[config.mk]
export PLATFORM = sky130hd
export DESIGN_NAME = rf_arbiter
export DESIGN_NICKNAME = d
export VERILOG_FILES = /design/src/rtl/rf_arbiter_pkg.sv /design/src/rtl/rf_arbiter_rr.sv /design/src/rtl/rf_arbiter.sv
export SDC_FILE = /design/constraint.sdc
export NUM_CORES = 1
export LEC_CHECK = 0
export ABC_AREA = 1
export CORE_AREA = 2 2 127 129
export CTS_CLUSTER_DIAMETER = 40
export DETAILED_ROUTE_END_ITERATION = 6
export DIE_AREA = 0 0 129 131
export PLACE_DENSITY = 0.82
export SLEW_MARGIN = 20
export SYNTH_ARGS = -nofsm -noshare
export SYNTH_HDL_FRONTEND = slang
export SYNTH_SLANG_ARGS = --single-unit
[constraint.sdc]
create_clock -name clk -period 3.4 [get_ports clk]
set_input_delay 0.51 -clock clk [delete_from_list [all_inputs] [get_ports clk]]
set_output_delay 0.51 -clock clk [all_outputs]
set_load 0.02 [all_outputs]
[src/rtl/rf_arbiter_pkg.sv]
// Shared constants for the register-file arbiter: default sizing and index-width helper.
package rf_arbiter_pkg;

   localparam int DEF_NUM_REQ    = 4;
   localparam int DEF_DATA_WIDTH = 32;
   localparam int DEF_ADDR_WIDTH = 8;
   localparam int DEF_IDX_WIDTH  = $clog2(DEF_NUM_REQ);

   // A single requester still needs a 1-bit pointer.
   function automatic int idx_width(input int n);
      return (n > 1) ? $clog2(n) : 1;
   endfunction

endpackage

[src/rtl/rf_arbiter_rr.sv]
// Round-robin arbiter: one-hot grant from a request vector.
// The pointer names the highest-priority requester and moves past the winner on each grant.
module rr_arbiter
   import rf_arbiter_pkg::*;
#(
   parameter int N = DEF_NUM_REQ
) (
   input  logic         clk,
   input  logic         rst,
   input  logic [N-1:0] req,
   output logic [N-1:0] grant
);

   localparam int            IW   = idx_width(N);
   localparam logic [IW-1:0] LAST = IW'(N - 1);

   logic [IW-1:0] ptr;
   logic [IW-1:0] ptr_nxt;
   logic [IW-1:0] idx;
   logic          found;

   // Walk the requesters cyclically starting at ptr; the first one asking wins.
   always_comb begin
      grant   = '0;
      ptr_nxt = ptr;
      found   = 1'b0;
      idx     = ptr;
      for (int k = 0; k < N; k++) begin
         if (!found && req[idx]) begin
            found      = 1'b1;
            grant[idx] = 1'b1;
            ptr_nxt    = (idx == LAST) ? '0 : idx + 1'b1;
         end
         idx = (idx == LAST) ? '0 : idx + 1'b1;
      end
   end

   always_ff @(posedge clk) begin
      if (rst) begin
         ptr <= '0;
      end else if (found) begin
         ptr <= ptr_nxt;
      end
   end

endmodule

[src/rtl/rf_arbiter.sv]
// Register-file port arbiter: independent round-robin write and read arbitration,
// zero-latency write issue, one-cycle read response with write-to-read bypass.
module rf_arbiter
   import rf_arbiter_pkg::*;
#(
   parameter int NUM_REQ    = DEF_NUM_REQ,
   parameter int DATA_WIDTH = DEF_DATA_WIDTH,
   parameter int ADDR_WIDTH = DEF_ADDR_WIDTH
) (
   input  logic                             clk,
   input  logic                             rst,
   input  logic [NUM_REQ-1:0]               wr_valid,
   output logic [NUM_REQ-1:0]               wr_ready,
   input  logic [NUM_REQ*ADDR_WIDTH-1:0]    wr_addr,
   input  logic [NUM_REQ*DATA_WIDTH-1:0]    wr_data,
   input  logic [NUM_REQ-1:0]               rd_valid,
   output logic [NUM_REQ-1:0]               rd_ready,
   input  logic [NUM_REQ*ADDR_WIDTH-1:0]    rd_addr,
   output logic [NUM_REQ-1:0]               rd_resp_valid,
   output logic [DATA_WIDTH-1:0]            rd_resp_data,
   output logic                             rf_we,
   output logic [ADDR_WIDTH-1:0]            rf_waddr,
   output logic [DATA_WIDTH-1:0]            rf_din,
   output logic [ADDR_WIDTH-1:0]            rf_raddr,
   input  logic [DATA_WIDTH-1:0]            rf_dout
);

   logic [NUM_REQ-1:0]    wr_req;
   logic [NUM_REQ-1:0]    rd_req;
   logic [NUM_REQ-1:0]    wr_gnt;
   logic [NUM_REQ-1:0]    rd_gnt;
   logic [DATA_WIDTH-1:0] rd_fetch;
   logic                  bypass;
   logic [NUM_REQ-1:0]    resp_valid_q;
   logic [DATA_WIDTH-1:0] resp_data_q;

   // Masking requests during reset keeps every grant-derived output at zero.
   assign wr_req = wr_valid & {NUM_REQ{~rst}};
   assign rd_req = rd_valid & {NUM_REQ{~rst}};

   rr_arbiter #(.N(NUM_REQ)) u_wr_arb (
      .clk   (clk),
      .rst   (rst),
      .req   (wr_req),
      .grant (wr_gnt)
   );

   rr_arbiter #(.N(NUM_REQ)) u_rd_arb (
      .clk   (clk),
      .rst   (rst),
      .req   (rd_req),
      .grant (rd_gnt)
   );

   assign wr_ready = wr_gnt;
   assign rd_ready = rd_gnt;
   assign rf_we    = |wr_gnt;

   always_comb begin
      rf_waddr = '0;
      rf_din   = '0;
      rf_raddr = '0;
      for (int i = 0; i < NUM_REQ; i++) begin
         rf_waddr = rf_waddr | (wr_addr[i*ADDR_WIDTH +: ADDR_WIDTH] & {ADDR_WIDTH{wr_gnt[i]}});
         rf_din   = rf_din   | (wr_data[i*DATA_WIDTH +: DATA_WIDTH] & {DATA_WIDTH{wr_gnt[i]}});
         rf_raddr = rf_raddr | (rd_addr[i*ADDR_WIDTH +: ADDR_WIDTH] & {ADDR_WIDTH{rd_gnt[i]}});
      end
   end

   // The RF is written at the same edge the read is captured, so forward the write data.
   assign bypass   = rf_we && (rf_waddr == rf_raddr);
   assign rd_fetch = bypass ? rf_din : rf_dout;

   always_ff @(posedge clk) begin
      if (rst) begin
         resp_valid_q <= '0;
         resp_data_q  <= '0;
      end else begin
         resp_valid_q <= rd_gnt;
         if (|rd_gnt) begin
            resp_data_q <= rd_fetch;
         end
      end
   end

   // Reset kills a response already in flight in the same cycle.
   assign rd_resp_valid = resp_valid_q & {NUM_REQ{~rst}};
   assign rd_resp_data  = rst ? '0 : resp_data_q;

endmodule
# Word level (Yosys, flattened, before mapping)
# Cells that the tools add are included.
[op_classes] add_sub_neg=8 n_lt_le_gt_ge=16 n_eq_ne=9 muxes=66 n_bitwise=31 n_reduce_logical=27
[op_table] cell="$and 32x32->32" count=4
[op_table] cell="$or 32x32->32" count=3
[op_table] cell="$and 8x8->8" count=8
[op_table] cell="$mux 32" count=2
[op_table] cell="$or 8x8->8" count=6
[op_table] cell="$mux 2" count=16
[op_table] cell="$mux 4" count=8
[op_table] cell="$lt 2x3->1 const B" count=8
[op_table] cell="$mux 1" count=24
[op_table] cell="$or 4x4->4" count=6
[op_table] cell="$add 2x1->2 const B" count=8
[op_table] cell="$bmux 1 s2" count=8
[op_table] cell="$demux 1 s2" count=8
[op_table] cell="$eq 2x2->1 const B" count=8
[op_table] cell="$ge 2x1->1 const B" count=8
[op_table] cell="$logic_and 1x1->1" count=15
[op_table] cell="$and 4x4->4" count=3
[op_table] cell="$eq 8x8->1" count=1
[op_table] cell="$reduce_bool 4->1" count=2
[op_table] cell="$reduce_or 4->1" count=2
[op_table] cell="$logic_not 1->1" count=6
[op_table] cell="$reduce_and 2->1" count=2
[op_table] cell="$not 1->1" count=1
[totals] register_bits=40 input_bits=234 output_inout_bits=93 elab_cells=161

# Logic depth before layout (Yosys ltp)
[depth] depth_word=21 ltp_mapped=27

# By module
# A second synthesis with hierarchy kept.
[hier_totals] hier_cells=871 hier_area_um2=4854.7
[by_module_without_submodules] module="rf_arbiter" n_inst=1 cells_each=681 area_each_um2=3691.0 seq_area_each_um2=720.7
[by_module_without_submodules] module="rr_arbiter at u_wr_arb" n_inst=1 cells_each=95 area_each_um2=583.1 seq_area_each_um2=40.0
[by_module_without_submodules] module="rr_arbiter at u_rd_arb" n_inst=1 cells_each=95 area_each_um2=580.6 seq_area_each_um2=40.0

# Least setup slack after synthesis
# OpenSTA, ideal clock, no wires.
[synth_timing] path_kind="reg2reg" startpoint="reg u_rd_arb.ptr[0]" endpoint="reg resp_data_q[11]" setup_time_ns=0.109 arrival_ns=2.973 required_time_ns=3.291 slack_ns=0.318 path_stages_with_launch=21 path_cell_list="dfxtp_1 > inv_1 > ha_1 > inv_1 > nand3_1 > nand3_1 > nand2_2 > inv_2 > nand3_1 > nand3_2 > nand2_1 > nand4_1 > nand2_1 > o21ai_1 > nor2_4 > nand3_4 > buf_6 > nand2_1 > nand3_1 > nand2_1 > inv_1"
[synth_rtl] item="from (decl)" line="rf_arbiter_rr.sv:17" rtl="logic [IW-1:0] ptr;"
[synth_rtl] item="from (signal assigned)" line="rf_arbiter_rr.sv:42" rtl="ptr <= ptr_nxt;"
[synth_rtl] item="$add 2x1->2, or another cell as far along" line="rf_arbiter_rr.sv:34" rtl="idx = (idx == LAST) ? '0 : idx + 1'b1;"
[synth_rtl] item="$mux 2 / $mux 1 (equally long branches)" line="rf_arbiter_rr.sv:34, rf_arbiter_rr.sv:29"
[synth_rtl] item="$add 2x1->2, or another cell as far along" line="rf_arbiter_rr.sv:34"
[synth_rtl] item="$mux 2, or another cell as far along" line="rf_arbiter_rr.sv:34"
[synth_rtl] item="$add 2x1->2, or another cell as far along" line="rf_arbiter_rr.sv:34"
[synth_rtl] item="$mux 2, or another cell as far along" line="rf_arbiter_rr.sv:34"
[synth_rtl] item="$lt 2x3->1 (not written as such), or another cell as far along" line="rf_arbiter_rr.sv:31" rtl="grant[idx] = 1'b1;"
[synth_rtl] item="$logic_and 1x1->1 (not written as such), or another cell as far along" line="rf_arbiter_rr.sv:31"
[synth_rtl] item="[... 3 more ...]"
[synth_rtl] item="$mux 4 (*)" line="rf_arbiter_rr.sv:29" rtl="if (!found && req[idx]) begin"
[synth_rtl] item="net rd_ready[2]" line="rf_arbiter.sv:17" rtl="output logic [NUM_REQ-1:0] rd_ready,"
[synth_rtl] item="$and 8x8->8 (*)" line="rf_arbiter.sv:66" rtl="rf_raddr = rf_raddr | (rd_addr[i*ADDR_WIDTH +: ADDR_WIDTH] & {ADDR_WIDTH{rd_gnt[i]}});"
[synth_rtl] item="$or 8x8->8 (*) (2 in series)" line="rf_arbiter.sv:66"
[synth_rtl] item="net rf_raddr[1]" line="rf_arbiter.sv:24" rtl="output logic [ADDR_WIDTH-1:0] rf_raddr,"
[synth_rtl] item="$eq 8x8->1 (*)" line="rf_arbiter.sv:71" rtl="assign bypass = rf_we && (rf_waddr == rf_raddr);"
[synth_rtl] item="$logic_and 1x1->1 (*)" line="rf_arbiter.sv:71"
[synth_rtl] item="$mux 32 (*)" line="rf_arbiter.sv:72" rtl="assign rd_fetch = bypass ? rf_din : rf_dout;"
[synth_rtl] item="to (signal assigned)" line="rf_arbiter.sv:81" rtl="resp_data_q <= rd_fetch;"
[synth_rtl] item="to (decl)" line="rf_arbiter.sv:35" rtl="logic [DATA_WIDTH-1:0] resp_data_q;"
# Mark *: on every way through the listed nets, which the timed path passes. The rest lies on a longest branch. The select of a mux whose other input is x is not followed.
# A chain may end at the register's enable or synchronous reset.

# Worst setup path after layout
[layout_timing] startpoint="reg u_wr_arb.ptr[1]" endpoint="out rf_din[0]"
[layout_between] elab_chain_cells=16
[layout_lines] item="from (decl)" line="rf_arbiter_rr.sv:17"
[layout_lines] item="from (signal assigned)" line="rf_arbiter_rr.sv:42"
[layout_lines] item="$add 2x1->2, or another cell as far along" line="rf_arbiter_rr.sv:34"
[layout_lines] item="$mux 2 / $mux 1 (equally long branches)" line="rf_arbiter_rr.sv:34, rf_arbiter_rr.sv:29"
[layout_lines] item="$add 2x1->2, or another cell as far along" line="rf_arbiter_rr.sv:34"
[layout_lines] item="$mux 2, or another cell as far along" line="rf_arbiter_rr.sv:34"
[layout_lines] item="$add 2x1->2, or another cell as far along" line="rf_arbiter_rr.sv:34"
[layout_lines] item="$mux 2, or another cell as far along" line="rf_arbiter_rr.sv:34"
[layout_lines] item="$lt 2x3->1 (not written as such), or another cell as far along" line="rf_arbiter_rr.sv:31"
[layout_lines] item="$logic_and 1x1->1 (not written as such), or another cell as far along" line="rf_arbiter_rr.sv:31"
[layout_lines] item="$mux 1 (not written as such), or another cell as far along" line="rf_arbiter_rr.sv:31"
[layout_lines] item="$demux 1 s2, or another cell as far along"
[layout_lines] item="$or 4x4->4 (no line) / $logic_and 1x1->1 (equally long branches)"
[layout_lines] item="$mux 4 (*)" line="rf_arbiter_rr.sv:29"
[layout_lines] item="$and 32x32->32" line="rf_arbiter.sv:65" rtl="rf_din = rf_din | (wr_data[i*DATA_WIDTH +: DATA_WIDTH] & {DATA_WIDTH{wr_gnt[i]}});"
[layout_lines] item="$or 32x32->32 (2 in series)" line="rf_arbiter.sv:65"
[layout_lines] item="$or 32x32->32 (*)" line="rf_arbiter.sv:65"
[layout_lines] item="to (decl)" line="rf_arbiter.sv:23" rtl="output logic [DATA_WIDTH-1:0] rf_din,"
# Mark *: on every way between the ends. The rest lies on a longest branch, timed or not. The select of a mux whose other input is x is not followed.

==> run_results.csv <==
group,metric,value,unit
worst_setup_path,startpoint_type,"register",
worst_hold_path,min_path_type,"register to register",
clocking,hold_buffers,0,
clocking,cts_tree,"done",
sta,fin_skew,0.00617,ns
routing,via_count,6958,
sta,finalSetupViolCount,0,
final_layout,multi_input_area,0.00332,mm^2
final_layout,drive_above_1_share,0.139,
sta,max_freq,307,MHz
sta,fin_crit_sh,0.959,
placed_design,port_buffers,326,
final_layout,synthToLayoutAreaGrowth,91.2,%
routing,drc,0,
worst_setup_path,path_cells,"inv_1 -> ha_4 -> nor2_2 -> nor2_1 -> nand2_1 -> nand2_4 -> inv_2 -> nand3_1 -> nand3_2 -> buf_12 -> buf_4 -> a22o_1 -> nor2_2 -> inv_1 -> clkdlybuf4s15_1",
worst_setup_path,crit_buf_inv,6,
outcome,status,"completed",
global_routing,grt_pass1_vias,6437,
routing,antenna_left,0,
placed_design,place_area,0.00876,mm^2
placed_design,gp_congestion,0.887,
flow_run,maxCapViolations,0,
final_layout,nFillCells,1533,
worst_hold_path,min_path_cells,4,
sta,period_needed,3.26,ns
sta,rsz0062_at_grt,"false",
worst_setup_path,cpPeakStageDelay,0.37,ns
placed_design,dp.final_hpwl,17300,um
clocking,ctsRootBufferMaster,"clkbuf_16",
worst_setup_path,rr_worst_depth,26,
logic_synthesis,ys_seq_elements,40,
global_routing,gr-usage-all-layers,0.242,
floorplanning,fp.dieW,129,um
worst_setup_path,path_class,"register to output port",
final_layout,nets,1475,
floorplanning,die_h,131,um
floorplanning,ios,327,
final_layout,regArea,811,um^2
floorplanning,dieArea,0.0169,mm^2
sta,slew_violations,0,
final_layout,num_antenna_cells,0,
worst_setup_path,cp_slowest_cell,"dfxtp_4",
global_routing,antenna_found_initial,0,
sta,fin_setup_tns,0,ns
worst_setup_path,cp.arrival,2.75,ns
logic_synthesis,synthCells,845,
logic_synthesis,syn-cell-area,0.00473,mm^2
worst_hold_path,min_from,"resp_data_q[16]",
worst_setup_path,reg2reg_slack,0.29,ns
logic_synthesis,syn-num-nets,1093,
floorplanning,std_cell_rows,46,
worst_setup_path,crit_fanout,20,
routing,drtPass1Iterations,5,
worst_setup_path,cp-end-kind,"output port",
clocking,cts_max_path_buffers,2,
clocking,cts_max_level,2,
clocking,clkLatencyLatePin,0.28,ns
routing,wire_per_inst,15.2,um
logic_synthesis,ys_types,35,
worst_setup_path,path_delay_family,"buffers and inverters",
routing,drtIter0Drc,347,
clocking,cts_buffers,5,
sta,fin_hold_ws,0.514,ns
clocking,clk_pin_slew,0.06,ns
routing,finalWirelength,21900,um
global_routing,grt_overflow,0,
worst_setup_path,cp.depth,15,
worst_setup_path,rr_startpoint,"u_wr_arb.ptr[1]",
sta,fin_ws,0.141,ns
placed_design,post-place-ws,-0.167,ns
sta,slew_headroom,0.673,
worst_setup_path,timing.rr.end,"resp_data_q[18]",
floorplanning,core_area,0.0156,mm^2
clocking,cts.sinks,40,
global_routing,grt_pass1_wl,32400,um
logic_synthesis,ys_seq_area_frac,0.169,
logic_synthesis,ys_warn_count,0,
worst_setup_path,required,2.89,ns
global_routing,grt_max_degree,46,
worst_hold_path,hold_path_end,"resp_data_q[16]",
sta,hold_viol,0,
routing,via_per_inst,4.82,
floorplanning,initial_utilization,0.304,
sta,max_slew.worst_pin.slew,0.487,ns
logic_synthesis,syn_area_per_cell,5.60,um^2
final_layout,design_area,0.00905,mm^2
==> final cells by class <==
class                           count  share of cell area
Clock inverter                      2             0.00138
Timing Repair Buffer              416               0.441
Multi-Input combinational cell    626               0.367
Sequential cell                    40              0.0896
Inverter                          138              0.0575
Tap cell                          216              0.0299
Clock buffer                        5              0.0138
==> placed cells by master, fill, tap and decap left out, types with 7 or more instances in the layout <==
cell,netlist,routed
nand2_2,9,8
nand4_1,51,51
nor2_4,4,8
dlygate4sd2_1,0,45
inv_1,120,120
dfxtp_1,40,36
nand3_1,72,72
nor2_2,1,8
buf_4,1,78
buf_12,0,7
nor2_1,80,70
clkdlybuf4s50_1,0,276
nand2_1,300,299
o21ai_0,12,12
inv_2,18,17
a22o_1,46,46
ha_1,14,10
==> layer usage <==
metal,GRT usage,share of wire
met3,0.0415,0.069
met4,0.0633,0.019
met1,0.295,0.41
met5,0,0
met2,0.441,0.50
==> what timing repair did <==
action	CTS	global route
setup endpoints to repair	52	87
gates resized for setup	67	26
buffers inserted	2	3
gates cloned	1	0
pin swaps	2	5
==> kinds of logic (layout without fill, tap and decap cells) <==
| group | count (synthesis) | in the layout | share of synthesized area |
|---|---|---|---|
| AO/OA/AOI/OAI | 70 | 70 | 0.115 |
| XOR/XNOR | 2 | 2 | 0.00370 |
| adder cells (fa/ha/maj) | 14 | 14 | 0.0370 |
| buffers and inverters | 180 | 561 | 0.158 |
| flip-flops | 40 | 40 | 0.169 |
| AND/OR/NAND/NOR | 539 | 540 | 0.518 |
==> registers in the layout, summed over array words and instances (netlist names) <==
register,cells
resp_data_q,32
resp_valid_q,4
u_rd_arb.ptr,2
u_wr_arb.ptr,2
==> worst max-delay path by stage <==
| stage | endpoint | slack (ns) | start |
|---|---|---|---|
| after floorplan | resp_data_q[11] | 0.32 | u_rd_arb.ptr[0] |
| after CTS | rf_raddr[4] | 0.001 | u_rd_arb.ptr[0] |
| after global placement | rf_din[24] | -0.10 | wr_valid[3] |
| after global routing | rf_din[13] | 0.005 | u_wr_arb.ptr[1] |
| after detailed placement | rf_din[19] | -0.17 | wr_valid[1] |
| final | rf_din[0] | 0.14 | u_wr_arb.ptr[1] |
==> per-stage QoR <==
stage | util | std cells
5_1_grt | 0.580 | 1443
6_report | 0.580 | 1443
3_3_place_gp | 0.562 | 1430
2_1_floorplan | - | 845
4_1_cts | 0.574 | 1440
3_5_place_dp | 0.562 | 1430
==> synth_stat cells, drive strengths merged <==
library cell | n | area [um^2]
o31ai | 1 | 7.51
o21ai | 14 | 73.8
inv | 138 | 518
a21oi | 4 | 20.0
dfxtp | 40 | 801
nor3 | 2 | 10.0
and3 | 1 | 6.26
nand4 | 54 | 357
xor2 | 2 | 17.5
nor2 | 86 | 372
a22o | 46 | 403
a211oi | 1 | 7.51
clkbuf | 18 | 67.6
nand2 | 311 | 1200
nand3 | 84 | 495
o221ai | 1 | 8.76
buf | 24 | 161
or2 | 1 | 6.26
o211ai | 2 | 15.0
o21bai | 1 | 7.51
ha | 14 | 175
==> worst reg2reg max path, stage by stage (launching register included) <==
cell,delay (ns)
dfxtp_4,0.37
inv_1,0.08
ha_4,0.30
nor2_2,0.05
nor2_1,0.13
nand2_1,0.10
nand2_4,0.12
inv_2,0.08
nand3_1,0.12
nand3_2,0.14
buf_12,0.18
nand2_1,0.06
nand2_1,0.05
inv_1,0.04
nand2_1,0.07
buf_4,0.15
nand2_1,0.05
nand2_1,0.05
inv_2,0.04
nand2_1,0.07
nor2_4,0.19
nand3_4,0.12
buf_12,0.17
nand2_1,0.06
nand3_1,0.08
nand2_1,0.09
inv_1,0.04
Power is left out: the tool's default activity adds up to more than one toggle a clock period on the data nets, which glitch-free logic cannot reach.
